### config.mk
export PLATFORM = sky130hd
export DESIGN_NAME = scan_chain_driver
export DESIGN_NICKNAME = d
export VERILOG_FILES = /design/src/rtl/scan_chain_driver.sv
export SDC_FILE = /design/constraint.sdc
export NUM_CORES = 1
export LEC_CHECK = 0
export CELL_PAD_IN_SITES_DETAIL_PLACEMENT = 1
export CELL_PAD_IN_SITES_GLOBAL_PLACEMENT = 1
export CORE_UTILIZATION = 35
export DETAILED_ROUTE_END_ITERATION = 8
export PLACE_DENSITY_LB_ADDON = 0.3
export REMOVE_ABC_BUFFERS = 1
export SETUP_SLACK_MARGIN = 0.15
export SYNTH_ARGS = -nofsm -noshare
export SYNTH_HDL_FRONTEND = slang
export SYNTH_SLANG_ARGS = --single-unit
### constraint.sdc
create_clock -name clk -period 4.1 [get_ports clk]
set_input_delay 0.82 -clock clk [delete_from_list [all_inputs] [get_ports clk]]
set_output_delay 0.82 -clock clk [all_outputs]
set_load 0.02 [all_outputs]
### src/rtl/scan_chain_driver.sv
// Scan-chain driver: streams CHAIN_LEN bits from a byte source into a scan chain, LSB first, one byte per LOAD/SHIFT pass.
// Defining SCAN_DRIVER_READBACK_EN adds DRAIN, which returns the bits displaced from the chain as bytes on cap_*.
module scan_chain_driver #(
  parameter int CHAIN_LEN = 144
) (
  input  logic       clk,
  input  logic       rst,
  input  logic       start,
  input  logic       run_req,
  input  logic [7:0] in_data,
  input  logic       in_valid,
  output logic       in_ready,
  output logic [7:0] cap_data,
  output logic       cap_valid,
  input  logic       cap_ready,
  output logic       scan_enable,
  output logic       scan_in,
  input  logic       scan_out,
  output logic       processor_enable,
  output logic       busy,
  output logic       done
);

  localparam int NBYTES = CHAIN_LEN / 8;
  localparam int BW     = $clog2(NBYTES + 1);

`ifdef SCAN_DRIVER_READBACK_EN
  typedef enum logic [2:0] {IDLE, LOAD, SHIFT, DRAIN, DONE} state_t;
  localparam logic [BW-1:0] LAST = BW'(NBYTES);
`else
  typedef enum logic [2:0] {IDLE, LOAD, SHIFT, DONE} state_t;
  localparam logic [BW-1:0] LAST_M1 = BW'(NBYTES - 1);
`endif

  state_t        state, state_nxt;
  logic [BW-1:0] byte_cnt;
  logic [2:0]    bit_cnt;
  logic [7:0]    shift_byte;
  logic          last_bit;

  assign last_bit         = (bit_cnt == 3'd7);
  assign processor_enable = run_req & ~busy;

  always_ff @(posedge clk) begin
    if (rst) begin
      state      <= IDLE;
      byte_cnt   <= '0;
      bit_cnt    <= '0;
      shift_byte <= '0;
    end else begin
      state <= state_nxt;
      case (state)
        IDLE: begin
          if (start) begin
            byte_cnt <= '0;
            bit_cnt  <= '0;
          end
        end
        LOAD: begin
          if (in_valid) begin
            shift_byte <= in_data;
            bit_cnt    <= '0;
          end
        end
        SHIFT: begin
          // bit_cnt wraps to 0 on the eighth shift, ready for the next byte
          bit_cnt <= bit_cnt + 3'd1;
          if (last_bit) byte_cnt <= byte_cnt + BW'(1);
        end
        default: ;
      endcase
    end
  end

  always_comb begin
    state_nxt   = state;
    in_ready    = 1'b0;
    scan_enable = 1'b0;
    scan_in     = 1'b0;
    done        = 1'b0;
    busy        = (state != IDLE);
    case (state)
      IDLE: begin
        if (start) state_nxt = LOAD;
      end
      LOAD: begin
        in_ready = 1'b1;
        if (in_valid) state_nxt = SHIFT;
      end
      SHIFT: begin
        scan_enable = 1'b1;
        scan_in     = shift_byte[bit_cnt];
        if (last_bit) begin
`ifdef SCAN_DRIVER_READBACK_EN
          state_nxt = DRAIN;
`else
          state_nxt = (byte_cnt == LAST_M1) ? DONE : LOAD;
`endif
        end
      end
`ifdef SCAN_DRIVER_READBACK_EN
      DRAIN: begin
        // byte_cnt already counts the byte just shifted
        if (cap_ready) state_nxt = (byte_cnt == LAST) ? DONE : LOAD;
      end
`endif
      DONE: begin
        done      = 1'b1;
        state_nxt = IDLE;
      end
      default: state_nxt = IDLE;
    endcase
  end

`ifdef SCAN_DRIVER_READBACK_EN
  logic [7:0] cap_reg;

  // scan_out is sampled on the same edge that shifts the chain, so bit k holds the k-th bit out
  always_ff @(posedge clk) begin
    if (rst) begin
      cap_reg <= '0;
    end else if (state == SHIFT) begin
      cap_reg[bit_cnt] <= scan_out;
    end
  end

  assign cap_data  = cap_reg;
  assign cap_valid = (state == DRAIN);
`else
  logic unused_inputs;

  assign unused_inputs = cap_ready ^ scan_out;
  assign cap_data      = '0;
  assign cap_valid     = 1'b0;
`endif

endmodule

Word level (Yosys, flattened, before mapping)
Cells that the tools add are included.
{"block": "totals", "in_bits": 15, "ff_bits": 19, "elab_cells": 42}
{"block": "classes", "reduce_logical": 8, "bitwise": 2, "order_cmp": 1, "addsub": 2, "mux": 17, "eq_ne": 8}
{"operator": "case mux 3 bit (3 select lines)", "n": 2}
{"operator": "two-way mux 3 bit", "n": 5}
{"operator": "two-way mux 5 bit", "n": 2}
{"operator": "case mux 5 bit (2 select lines)", "n": 1}
{"operator": "AND reduction 3 bit", "n": 3}
{"operator": "== test 3 x 2 -> 1 bit, second input constant", "n": 2}
{"operator": "inequality test 2 bit, second input constant", "n": 3}
{"operator": "nonzero test 3 bit", "n": 2}
{"operator": "adder 5 x 1 -> 5 bit, second input constant", "n": 1}
{"operator": "== test 5 bit, second input constant", "n": 1}
{"operator": "two-way mux 1 bit", "n": 5}
{"operator": "less-than comparator 3 x 4 -> 1 bit, second input constant", "n": 1}
{"operator": "adder 3 x 1 -> 3 bit, second input constant", "n": 1}
{"operator": "binary-select mux 1 bit (select 3 bit)", "n": 1}
{"operator": "== test 3 x 1 -> 1 bit, second input constant", "n": 1}
{"operator": "== test 3 bit, second input constant", "n": 1}
{"operator": "zero test 3 bit", "n": 1}
{"operator": "two-way mux 2 bit", "n": 1}
{"operator": "AND reduction 2 bit", "n": 1}
{"operator": "nonzero test 2 bit", "n": 1}
{"operator": "bitwise AND 1 bit", "n": 1}
{"operator": "inverter 1 bit", "n": 1}

Longest topological paths before layout
Gate-level depths: netlist (run 1).
{"block": "depth", "word_depth": 4, "depth_mapped": 5, "mapped_depth_nobuf": 5}

Least setup slack after synthesis (run 1)
OpenSTA, ideal clock, no wires.
{"block": "synth_timing", "path_kind": "reg-to-output", "from": "register bit_cnt[1]", "to": "output scan_in", "path_buffers": 0, "setup_slack_ps": 2027, "arrival_ps": 1253, "path_stages_with_launch": 4, "cell_sequence": "dfxtp_1 mux4_2 nor2_1 and4b_1"}
{"block": "synth_via", "elab_chain_len": 3}
{"item": "start: declaration", "line": "37", "rtl": "logic [2:0] bit_cnt;"}
{"item": "start signal: assignment", "line": "67", "rtl": "bit_cnt <= bit_cnt + 3'd1;"}
{"item": "binary-select mux 1 bit (select 3 bit)", "line": "92", "rtl": "scan_in = shift_byte[bit_cnt];"}
{"item": "two-way mux 1 bit (not written as such)", "line": "92"}
{"item": "two-way mux 1 bit", "line": "82", "rtl": "case (state)"}
{"item": "end: declaration", "line": "17", "rtl": "output logic scan_in,"}
Every way passes these cells. The select of a mux whose other input is x is not followed.

Worst setup path after layout (run 1)
{"block": "layout_timing", "from": "register state[0]", "to": "output scan_in"}
{"block": "layout_via", "elab_chain_len": 2}
{"item": "start: declaration", "line": "35", "rtl": "state_t state, state_nxt;"}
{"item": "start signal: assignment", "line": "51", "rtl": "state <= state_nxt;"}
{"item": "== test 3 x 2 -> 1 bit", "line": "82"}
{"item": "two-way mux 1 bit", "line": "82"}
Every way passes these cells.

==> flow_results.xml, run 1 <==
<?xml version="1.0" encoding="UTF-8"?>
<metrics>
  <group name="cells_and_area">
    <metric name="layout.cells.non_filler" unit="">149</metric>
    <metric name="combined_area_of_the_multi_input_logic_cells" unit="um2">505</metric>
    <metric name="filler_cells_inserted" unit="">295</metric>
    <metric name="area.sequential" unit="um2">360</metric>
    <metric name="area.growth.synth_to_final" unit="%">21.3</metric>
    <metric name="count_of_nets_after_finishing" unit="">139</metric>
    <metric name="finalInstanceArea" unit="mm2">0.00114</metric>
    <metric name="antenna-diode-count" unit="">0</metric>
    <metric name="finish.utilization" unit="">0.455</metric>
    <metric name="drive_above_1_share" unit="">0.0420</metric>
  </group>
  <group name="synth">
    <metric name="synth_compound_area_frac" unit="">0.124</metric>
    <metric name="seq_area_frac_synth" unit="">0.384</metric>
    <metric name="number_of_flops_mapped_to_enable_cells_by_yosys" unit="">0</metric>
    <metric name="synth_largest_area_cell" unit="">dfxtp_1</metric>
    <metric name="synth_ff_type" unit="">dfxtp_1</metric>
    <metric name="synth_top_cell_area_share" unit="">0.384</metric>
    <metric name="synth_adder_area_share" unit="">0.0533</metric>
    <metric name="synth-seq-cells" unit="">18</metric>
    <metric name="syn-cell-area" unit="um2">938</metric>
    <metric name="yosys-mux-area-fraction" unit="">0.141</metric>
    <metric name="netlist_top_cells_area" unit="">dfxtp_1 38%, mux2i_1 12%, buf_4 7.2%</metric>
    <metric name="yosysMostFrequentCell" unit="">dfxtp_1</metric>
    <metric name="synthArstFlopShare" unit="">0</metric>
    <metric name="simple_gate_portion_of_the_synthesized_area" unit="">0.184</metric>
    <metric name="post_synth.cell_area_avg" unit="um2">9.20</metric>
    <metric name="ys.warnings.count" unit="">0</metric>
    <metric name="yosys-top-cells-count" unit="">18 x dfxtp_1, 13 x nor2_1, 11 x mux2i_1, 9 x buf_4, 6 x a21oi_1</metric>
    <metric name="main_combinational_cell_family_by_area_after_synthesis" unit="">simple AND/OR/NAND/NOR gates</metric>
    <metric name="yosysUniqueCellTypes" unit="">27</metric>
    <metric name="synthesis.instances" unit="">102</metric>
    <metric name="synth_xor_area_frac" unit="">0</metric>
  </group>
  <group name="floorplan">
    <metric name="design.portCount" unit="">30</metric>
    <metric name="die_height" unit="um">53.8</metric>
    <metric name="die_width" unit="um">53.8</metric>
    <metric name="rows" unit="">18</metric>
    <metric name="initial_core_utilization" unit="">0.375</metric>
    <metric name="floorplan.die_area" unit="mm2">0.00289</metric>
    <metric name="floorplan.core_area" unit="mm2">0.00250</metric>
  </group>
  <group name="placement">
    <metric name="detailedPlacementHpwl" unit="mm">1.42</metric>
    <metric name="postPlaceCellArea" unit="mm2">0.00110</metric>
    <metric name="dp_worst_setup_slack" unit="ns">1.31</metric>
    <metric name="numPortBuffers" unit="">18</metric>
    <metric name="place.gp.congestion" unit="">0.746</metric>
    <metric name="dp.cells" unit="">145</metric>
  </group>
  <group name="critical_path">
    <metric name="setup.worst_path.class" unit="">reg -&gt; out</metric>
    <metric name="worst_ep_arrival_time" unit="ns">2.19</metric>
    <metric name="worstSetupEndpointType" unit="">output pin</metric>
    <metric name="worst_path_bufs_invs" unit="">1</metric>
    <metric name="critical-path-max-stage-delay" unit="ns">0.61</metric>
    <metric name="timing.critical_path.cells" unit="">nor2b_1 -&gt; and4b_1 -&gt; clkdlybuf4s50_1</metric>
    <metric name="start_kind" unit="">flip-flop</metric>
    <metric name="crit_family" unit="">simple AND/OR/NAND/NOR gates</metric>
    <metric name="worstPathRequired" unit="ns">3.28</metric>
    <metric name="timing.critical_path.slowest_stage_cell" unit="">clkdlybuf4s50_1</metric>
    <metric name="path_max_fanout" unit="">15</metric>
  </group>
  <group name="clock_network">
    <metric name="post_cts_hold_buffer_count" unit="">0</metric>
    <metric name="cts_buffer_depth" unit="">2</metric>
    <metric name="tritoncts_num_sinks" unit="">18</metric>
    <metric name="numCtsBuffers" unit="">3</metric>
    <metric name="post_cts.repair.setup_buffers" unit="">0</metric>
    <metric name="clk_transition_reported_paths" unit="ns">0.11</metric>
    <metric name="post_cts_resized" unit="">0</metric>
    <metric name="clk-insertion-delay-late" unit="ns">0.30</metric>
    <metric name="clock_tree.root_cell" unit="">clkbuf_4</metric>
    <metric name="htree_num_levels" unit="">1</metric>
    <metric name="tritoncts_clock_tree" unit="">yes</metric>
  </group>
  <group name="routing">
    <metric name="detailroute.via_count" unit="">762</metric>
    <metric name="vias_per_cell" unit="">5.11</metric>
    <metric name="detailedRoute.firstPassIterationCount" unit="">2</metric>
    <metric name="postRouteWirelength" unit="mm">1.91</metric>
    <metric name="first_iter_violations" unit="">5</metric>
    <metric name="remaining_drc_errors" unit="">0</metric>
    <metric name="postRouteAntennaNets" unit="">0</metric>
    <metric name="drt-wirelength-per-cell" unit="um">12.8</metric>
  </group>
  <group name="sta">
    <metric name="timing.max_slew.rel_slack" unit="">0.546</metric>
    <metric name="layout_setup_ws" unit="ns">1.09</metric>
    <metric name="totalNegativeSetupSlack" unit="ns">0</metric>
    <metric name="slew_violations" unit="">0</metric>
    <metric name="setup_viol" unit="">0</metric>
    <metric name="timing.final.hold_violations" unit="">0</metric>
    <metric name="final_min_period_over_clock_period" unit="">0.734</metric>
    <metric name="timing.clock.skew" unit="ns">0.00697</metric>
    <metric name="min_period" unit="ns">3.01</metric>
    <metric name="worst_hold_slack" unit="ns">0.488</metric>
    <metric name="achievable-frequency" unit="MHz">332</metric>
    <metric name="rsz0062_at_grt" unit="">no</metric>
    <metric name="tightest_slew" unit="ns">0.662</metric>
  </group>
  <group name="global_route">
    <metric name="grt_max_degree" unit="">17</metric>
    <metric name="grt_antenna_before_repair" unit="">0</metric>
    <metric name="grt_pass1_wl" unit="mm">3.13</metric>
    <metric name="groute.usage.overall" unit="">0.159</metric>
    <metric name="vias_in_the_first_global_route" unit="">696</metric>
    <metric name="grt.overflow.total" unit="">0</metric>
  </group>
  <group name="power_and_ir_drop">
    <metric name="peakVddDrop" unit="mV">0.206</metric>
    <metric name="cellLeakagePower" unit="nW">0.477</metric>
    <metric name="power.density_cell_area" unit="mW/mm2">313</metric>
    <metric name="p_total" unit="mW">0.356</metric>
  </group>
  <group name="status">
    <metric name="status" unit="">finished clean</metric>
  </group>
  <group name="flow_run">
    <metric name="cap_viol_max_count" unit="">0</metric>
  </group>
  <group name="hold_path">
    <metric name="holdCritPathClass" unit="">reg -&gt; reg</metric>
  </group>
</metrics>
[metal layers]
layer / track usage / up-vias / part of all wire
met5: 0 / - / 0
met4: 0.0526 / 0 / 0.013
met3: 0.0593 / 4 / 0.042
met2: 0.282 / 19 / 0.51
met1: 0.170 / 362 / 0.44
li1: - / 377 / -
[flip-flops by register name, summed over array words and instances, names as in the netlist]
signal,cells
bit_cnt,3
byte_cnt,5
shift_byte,8
state,2
[where the power goes]
group,total [mW],internal [mW],switching (mW)
registers,0.186,0.180,0.00661
clock network,0.112,0.0542,0.0576
logic,0.0576,0.0272,0.0303
[kinds of logic (layout without fill, tap and decap cells)]
group | after synthesis | after routing
AOI/OAI and AO/OA | 18 | 18
adders and majority gates | 4 | 4
buffers and inverters | 18 | 27
DFF | 18 | 18
muxes | 12 | 12
other | 1 | 9
and+or+nand+nor | 31 | 31
[layout make-up]
type	instances	share of cell area
repair buffers	18	0.158
multi-input cells	74	0.444
well taps	30	0.0330
inverters	5	0.0165
flip-flops and latches	18	0.316
clock buffers	4	0.0319
[worst register-to-register path: cells and delay by family, from the launching register on]
kind,cells,cell delay [ns]
flip-flops,1,0.46
AND/OR/NAND/NOR,1,0.53
adder cells (fa/ha/maj),2,0.40
AO/OA/AOI/OAI,1,0.15
multiplexers,1,0.24
[worst paths after layout]
kind                                    end  slack (ns)  depth (start not counted)   startpoint
worst max-delay path                scan_in        1.09                          3     state[0]
worst min-delay path            byte_cnt[4]        0.49                          2  byte_cnt[4]
worst max register to register  byte_cnt[3]        2.27                          5   bit_cnt[1]
worst min register to register  byte_cnt[4]        0.49                          2  byte_cnt[4]
[layout by cell type, fill, tap and decap left out, drive strengths merged]
cell	n
o21ai	3
inv	5
and2	2
and2b	1
nand3	3
o2bb2ai	1
a32oi	2
or4	3
nor2b	2
ha	4
nor4bb	1
dfxtp	18
clkbuf	4
mux4	1
a21o	1
nand2	1
o21bai	1
mux2i	11
a21oi	6
and4b	1
nand3b	4
clkdlybuf4s50	18
a211oi	1
conb	9
o31ai	3
nor2	13
(Power assumes the default switching activity.)
==> run 2: changes to the inputs <==
- CORE_UTILIZATION: 35 -> 33
- clock period: 4.1 -> 3 ns (I/O delays scaled with it)
==> run 2 against run 1 <==
Against the previous run:
- wire length down 2.3%
- worst setup slack worse by 0.82 ns
- hold slack about the same
- via count down 0.26%
- sequential cell count unchanged
- critical path type unchanged
- critical endpoint unchanged
- highest routed layer unchanged
==> flow_results.xml, run 2 (synthesized netlist as in run 1, its figures left out) <==
<?xml version="1.0" encoding="UTF-8"?>
<metrics>
  <group name="clock_network">
    <metric name="tritoncts_num_sinks" unit="">18</metric>
    <metric name="clk_transition_reported_paths" unit="ns">0.10</metric>
    <metric name="post_cts_hold_buffer_count" unit="">0</metric>
    <metric name="clk-insertion-delay-late" unit="ns">0.29</metric>
    <metric name="post_cts_resized" unit="">0</metric>
    <metric name="tritoncts_clock_tree" unit="">yes</metric>
    <metric name="cts_buffer_depth" unit="">2</metric>
    <metric name="numCtsBuffers" unit="">3</metric>
    <metric name="post_cts.repair.setup_buffers" unit="">0</metric>
    <metric name="clock_tree.root_cell" unit="">clkbuf_4</metric>
    <metric name="htree_num_levels" unit="">1</metric>
  </group>
  <group name="floorplan">
    <metric name="die_width" unit="um">55.3</metric>
    <metric name="floorplan.die_area" unit="mm2">0.00306</metric>
    <metric name="rows" unit="">18</metric>
    <metric name="initial_core_utilization" unit="">0.362</metric>
    <metric name="floorplan.core_area" unit="mm2">0.00259</metric>
    <metric name="design.portCount" unit="">30</metric>
    <metric name="die_height" unit="um">55.3</metric>
  </group>
  <group name="critical_path">
    <metric name="critical-path-max-stage-delay" unit="ns">0.53</metric>
    <metric name="worstPathRequired" unit="ns">2.40</metric>
    <metric name="worst_ep_arrival_time" unit="ns">2.13</metric>
    <metric name="timing.critical_path.cells" unit="">mux4_2 -&gt; nor2_1 -&gt; and4b_1 -&gt; clkdlybuf4s50_1</metric>
    <metric name="path_max_fanout" unit="">5</metric>
    <metric name="start_kind" unit="">flip-flop</metric>
    <metric name="worstSetupEndpointType" unit="">output pin</metric>
    <metric name="setup.worst_path.class" unit="">reg -&gt; out</metric>
    <metric name="timing.critical_path.slowest_stage_cell" unit="">mux4_2</metric>
  </group>
  <group name="cells_and_area">
    <metric name="finish.utilization" unit="">0.441</metric>
    <metric name="number_of_flip_flops_in_the_largest_register" unit="">8</metric>
    <metric name="area.sequential" unit="um2">360</metric>
    <metric name="mostFrequentLayoutCells" unit="">18 x dfxtp_1, 18 x clkdlybuf4s50_1, 13 x nor2_1, 11 x mux2i_1, 9 x conb_1</metric>
    <metric name="reg_top3" unit="">shift_byte: 8 flops, byte_cnt: 5 flops, bit_cnt: 3 flops</metric>
    <metric name="combined_area_of_the_multi_input_logic_cells" unit="um2">508</metric>
    <metric name="area.growth.synth_to_final" unit="%">21.6</metric>
    <metric name="antenna-diode-count" unit="">0</metric>
    <metric name="count_of_nets_after_finishing" unit="">139</metric>
    <metric name="drive_above_1_share" unit="">0.0504</metric>
    <metric name="top_register" unit="">shift_byte</metric>
    <metric name="filler_cells_inserted" unit="">313</metric>
  </group>
  <group name="routing">
    <metric name="postRouteWirelength" unit="mm">1.86</metric>
    <metric name="remaining_drc_errors" unit="">0</metric>
    <metric name="vias_per_cell" unit="">5.10</metric>
    <metric name="first_iter_violations" unit="">8</metric>
    <metric name="postRouteAntennaNets" unit="">0</metric>
    <metric name="detailedRoute.firstPassIterationCount" unit="">3</metric>
    <metric name="detailroute.via_count" unit="">760</metric>
    <metric name="drt-wirelength-per-cell" unit="um">12.5</metric>
  </group>
  <group name="sta">
    <metric name="slew_violations" unit="">0</metric>
    <metric name="achievable-frequency" unit="MHz">367</metric>
    <metric name="timing.max_slew.rel_slack" unit="">0.527</metric>
    <metric name="tightest_slew" unit="ns">0.690</metric>
    <metric name="final_min_period_over_clock_period" unit="">0.909</metric>
    <metric name="layout_setup_ws" unit="ns">0.272</metric>
    <metric name="rsz0062_at_grt" unit="">no</metric>
    <metric name="setup_viol" unit="">0</metric>
    <metric name="totalNegativeSetupSlack" unit="ns">0</metric>
    <metric name="min_period" unit="ns">2.73</metric>
    <metric name="timing.final.hold_violations" unit="">0</metric>
    <metric name="timing.clock.skew" unit="ns">0.000481</metric>
    <metric name="worst_hold_slack" unit="ns">0.489</metric>
  </group>
  <group name="global_route">
    <metric name="grt_max_degree" unit="">17</metric>
    <metric name="grt.overflow.total" unit="">0</metric>
    <metric name="groute.usage.overall" unit="">0.138</metric>
    <metric name="grt_antenna_before_repair" unit="">0</metric>
    <metric name="vias_in_the_first_global_route" unit="">756</metric>
    <metric name="grt_pass1_wl" unit="mm">3.38</metric>
  </group>
  <group name="placement">
    <metric name="place.gp.congestion" unit="">0.758</metric>
    <metric name="detailedPlacementHpwl" unit="mm">1.37</metric>
    <metric name="dp_worst_setup_slack" unit="ns">0.578</metric>
    <metric name="numPortBuffers" unit="">18</metric>
  </group>
  <group name="status">
    <metric name="status" unit="">finished clean</metric>
  </group>
  <group name="power_and_ir_drop">
    <metric name="peakVddDrop" unit="mV">0.209</metric>
    <metric name="cellLeakagePower" unit="nW">0.477</metric>
    <metric name="power.density_cell_area" unit="mW/mm2">421</metric>
  </group>
  <group name="flow_run">
    <metric name="cap_viol_max_count" unit="">0</metric>
  </group>
  <group name="hold_path">
    <metric name="holdCritPathClass" unit="">reg -&gt; reg</metric>
  </group>
</metrics>
[run 2: changes by cell type in the layout (fill, tap and decap cells not counted)]
cell	previous run	this run
nor2b_1	2	1
nor2b_2	0	1
[run 2: worst paths after layout]
path	start	end	slack (ns)	cells past startpoint
worst min-delay path	byte_cnt[4]	byte_cnt[4]	0.49	2
worst max register to register	bit_cnt[1]	byte_cnt[3]	1.12	5
worst min register to register	byte_cnt[4]	byte_cnt[4]	0.49	2
worst max-delay path	bit_cnt[1]	scan_in	0.27	4
[run 2: area by class of cell]
cell class / count / area share
multi-input combinational: 74 / 0.445
tap: 30 / 0.0329
sequential: 18 / 0.316
inverter: 5 / 0.0164
timing repair buffer: 18 / 0.158
clock buffer: 4 / 0.0318
[run 2: layer usage]
metal / GRT usage / vias up / share of wire
met5: 0 / - / 0
met4: 0.0536 / 0 / 0.016
li1: - / 376 / -
met3: 0.0422 / 4 / 0.043
met1: 0.156 / 364 / 0.44
met2: 0.241 / 16 / 0.50
[run 2: where the power goes]
group	switching, mW	total [mW]	internal (mW)
clock network	0.0729	0.147	0.0740
logic	0.0417	0.0791	0.0374
registers	0.00912	0.255	0.246
total	0.124	0.481	0.357
[run 2: through the flow]
step / area [um2] / power [mW] / instances
final: 1140 / 0.481 / 149
after global routing: 1140 / 0.509 / 149
after CTS: 1140 / 0.490 / 149
after detailed placement: 1100 / 0.340 / 145
after global placement: 1100 / 0.338 / 145
after floorplan: 885 / 0.302 / 97
[run 2: worst max-delay path: cells and delay by family (launching register included)]
family | cells | cell delay (ns)
buf+inv | 1 | 0.53
flops | 1 | 0.47
mux | 1 | 0.53
simple gates | 2 | 0.29
==> run 3: changes to the inputs <==
- PLACE_DENSITY_LB_ADDON: 0.3 -> 0.1
- RECOVER_POWER: unset -> 50
==> run 3 against run 2 <==
Against the previous run:
- non-clock buffer count is 1 higher
- count of clock-buffer cells in the layout stayed put
- via count is 1.4% higher
- final area is 0.66% higher
- total power is 1.1% higher
- die area stayed put
- critical endpoint unchanged
- global-route usage is 0.63 points lower
- cell count is 0.67% higher
- core utilization is 0.29 points higher
- clock power hardly changed
- critical path depth stayed put
==> flow_results.xml, run 3 (synthesized netlist as in run 1, its figures left out) <==
<?xml version="1.0" encoding="UTF-8"?>
<metrics>
  <group name="status">
    <metric name="status" unit="">finished clean</metric>
  </group>
  <group name="sta">
    <metric name="worst_hold_slack" unit="ns">0.497</metric>
    <metric name="rsz0062_at_grt" unit="">no</metric>
    <metric name="min_period" unit="ns">2.73</metric>
    <metric name="timing.max_slew.rel_slack" unit="">0.524</metric>
    <metric name="slew_violations" unit="">0</metric>
    <metric name="timing.clock.skew" unit="ns">0.000704</metric>
    <metric name="setup_viol" unit="">0</metric>
    <metric name="achievable-frequency" unit="MHz">366</metric>
    <metric name="totalNegativeSetupSlack" unit="ns">0</metric>
    <metric name="tightest_slew" unit="ns">0.693</metric>
    <metric name="timing.final.hold_violations" unit="">0</metric>
    <metric name="final_min_period_over_clock_period" unit="">0.910</metric>
  </group>
  <group name="routing">
    <metric name="detailedRoute.firstPassIterationCount" unit="">3</metric>
    <metric name="remaining_drc_errors" unit="">0</metric>
    <metric name="drt-wirelength-per-cell" unit="um">12.6</metric>
    <metric name="postRouteAntennaNets" unit="">0</metric>
    <metric name="postRouteWirelength" unit="mm">1.89</metric>
    <metric name="vias_per_cell" unit="">5.14</metric>
    <metric name="detailroute.via_count" unit="">771</metric>
    <metric name="first_iter_violations" unit="">17</metric>
  </group>
  <group name="critical_path">
    <metric name="path_max_fanout" unit="">5</metric>
    <metric name="worst_path_bufs_invs" unit="">1</metric>
    <metric name="crit_family" unit="">multiplexers</metric>
    <metric name="timing.critical_path.slowest_stage_cell" unit="">mux4_2</metric>
    <metric name="worstPathRequired" unit="ns">2.40</metric>
    <metric name="worst_ep_arrival_time" unit="ns">2.13</metric>
    <metric name="setup.worst_path.class" unit="">reg -&gt; out</metric>
    <metric name="timing.critical_path.cells" unit="">mux4_2 -&gt; nor2_1 -&gt; and4b_1 -&gt; clkdlybuf4s50_1</metric>
    <metric name="critical-path-max-stage-delay" unit="ns">0.54</metric>
    <metric name="crit_path_start" unit="">bit_cnt[1]</metric>
    <metric name="worstSetupEndpointType" unit="">output pin</metric>
    <metric name="start_kind" unit="">flip-flop</metric>
    <metric name="regToRegStartpoint" unit="">bit_cnt[1]</metric>
  </group>
  <group name="placement">
    <metric name="detailedPlacementHpwl" unit="mm">1.40</metric>
    <metric name="numPortBuffers" unit="">18</metric>
    <metric name="place.gp.congestion" unit="">0.714</metric>
  </group>
  <group name="clock_network">
    <metric name="numCtsBuffers" unit="">3</metric>
    <metric name="cts_buffer_depth" unit="">2</metric>
    <metric name="clk_transition_reported_paths" unit="ns">0.10</metric>
    <metric name="tritoncts_num_sinks" unit="">18</metric>
    <metric name="post_cts_hold_buffer_count" unit="">0</metric>
    <metric name="clk-insertion-delay-late" unit="ns">0.29</metric>
    <metric name="clock_tree.root_cell" unit="">clkbuf_4</metric>
    <metric name="tritoncts_clock_tree" unit="">yes</metric>
    <metric name="htree_num_levels" unit="">1</metric>
  </group>
  <group name="cells_and_area">
    <metric name="mostFrequentLayoutCells" unit="">18 x dfxtp_1, 17 x clkdlybuf4s50_1, 13 x nor2_1, 11 x mux2i_1, 9 x conb_1</metric>
    <metric name="count_of_nets_after_finishing" unit="">140</metric>
    <metric name="number_of_flip_flops_in_the_largest_register" unit="">8</metric>
    <metric name="top_register" unit="">shift_byte</metric>
    <metric name="final_common_cell" unit="">dfxtp_1</metric>
    <metric name="drive_above_1_share" unit="">0.0583</metric>
    <metric name="filler_cells_inserted" unit="">304</metric>
    <metric name="area.growth.synth_to_final" unit="%">22.4</metric>
    <metric name="antenna-diode-count" unit="">0</metric>
    <metric name="reg_top3" unit="">shift_byte: 8 flops, byte_cnt: 5 flops, bit_cnt: 3 flops</metric>
  </group>
  <group name="hold_path">
    <metric name="holdCritPathClass" unit="">reg -&gt; reg</metric>
    <metric name="hold_path.startpoint" unit="">byte_cnt[4]</metric>
  </group>
  <group name="global_route">
    <metric name="gr-max-usage-layer" unit="">met2</metric>
    <metric name="globalRouteMet2Util" unit="">0.236</metric>
    <metric name="vias_in_the_first_global_route" unit="">754</metric>
    <metric name="grt_pass1_wl" unit="mm">3.26</metric>
    <metric name="grt_max_degree" unit="">17</metric>
    <metric name="grt_use_met1" unit="">0.147</metric>
    <metric name="grt.overflow.total" unit="">0</metric>
    <metric name="grt.met3_usage" unit="">0.0422</metric>
    <metric name="grt_antenna_before_repair" unit="">0</metric>
    <metric name="groute.usage.overall" unit="">0.132</metric>
  </group>
  <group name="flow_run">
    <metric name="cap_viol_max_count" unit="">0</metric>
  </group>
  <group name="power_and_ir_drop">
    <metric name="cellLeakagePower" unit="nW">0.482</metric>
    <metric name="power.density_cell_area" unit="mW/mm2">423</metric>
    <metric name="peakVddDrop" unit="mV">0.278</metric>
  </group>
  <group name="floorplan">
    <metric name="floorplan.core_area" unit="mm2">0.00259</metric>
    <metric name="die_height" unit="um">55.3</metric>
    <metric name="initial_core_utilization" unit="">0.362</metric>
    <metric name="design.portCount" unit="">30</metric>
    <metric name="die_width" unit="um">55.3</metric>
    <metric name="floorplan.die_area" unit="mm2">0.00306</metric>
    <metric name="rows" unit="">18</metric>
  </group>
</metrics>
run 3: cell count changes in the layout (fill, tap and decap cells not counted), sizes merged:
cell	previous run	this run
clkdlybuf4s50	18	17
buf	0	1
dlygate4sd3	0	1
run 3: area by class of cell:
class	instances	area, um2	share of cell area
tap	30	37.5	0.0327
inverter	5	18.8	0.0163
sequential	18	360	0.314
clock buffer	4	36.3	0.0316
multi-input combinational	74	508	0.442
timing repair buffer	19	188	0.163
run 3: final timing paths:
path,cells past startpoint,slack (ns),to
hold reg to reg,2,0.50,byte_cnt[4]
setup reg to reg,5,1.09,byte_cnt[3]
hold / removal,2,0.50,byte_cnt[4]
setup / recovery,4,0.27,scan_in
run 3: power breakdown:
group          switching [mW]  total [mW]  internal (mW)  leakage, nW
clock network          0.0760       0.150         0.0740       0.0210
registers             0.00532       0.251          0.246        0.146
logic                  0.0464      0.0850         0.0386        0.315
total                   0.128       0.486          0.358        0.482
run 3: tightest hold or removal path: stages, from the launching register on:
cell     delay, ns
dfxtp_1       0.34
o31ai_1       0.07
a21oi_1       0.05
run 3: per-stage QoR:
step,utilization,area [um2],std cells,power [mW],setup WS [ns]
after floorplan,-,885,97,0.302,1.06
after global placement,0.429,1110,146,0.340,0.590
after detailed placement,0.429,1110,146,0.342,0.595
after CTS,0.443,1150,150,0.495,0.246
after global routing,0.443,1150,150,0.514,0.177
final,0.443,1150,150,0.486,0.270
run 3: timing repair:
action / in CTS / in global routing
buffers inserted: 0 / 0
endpoints found under the setup margin: 0 / 1
gates resized for setup: 0 / 1
run 3: metal layers:
layer | vias up | share of wire
met5 | - | 0
met4 | 0 | 0.013
met3 | 4 | 0.041
met2 | 23 | 0.52
met1 | 364 | 0.43
li1 | 380 | -
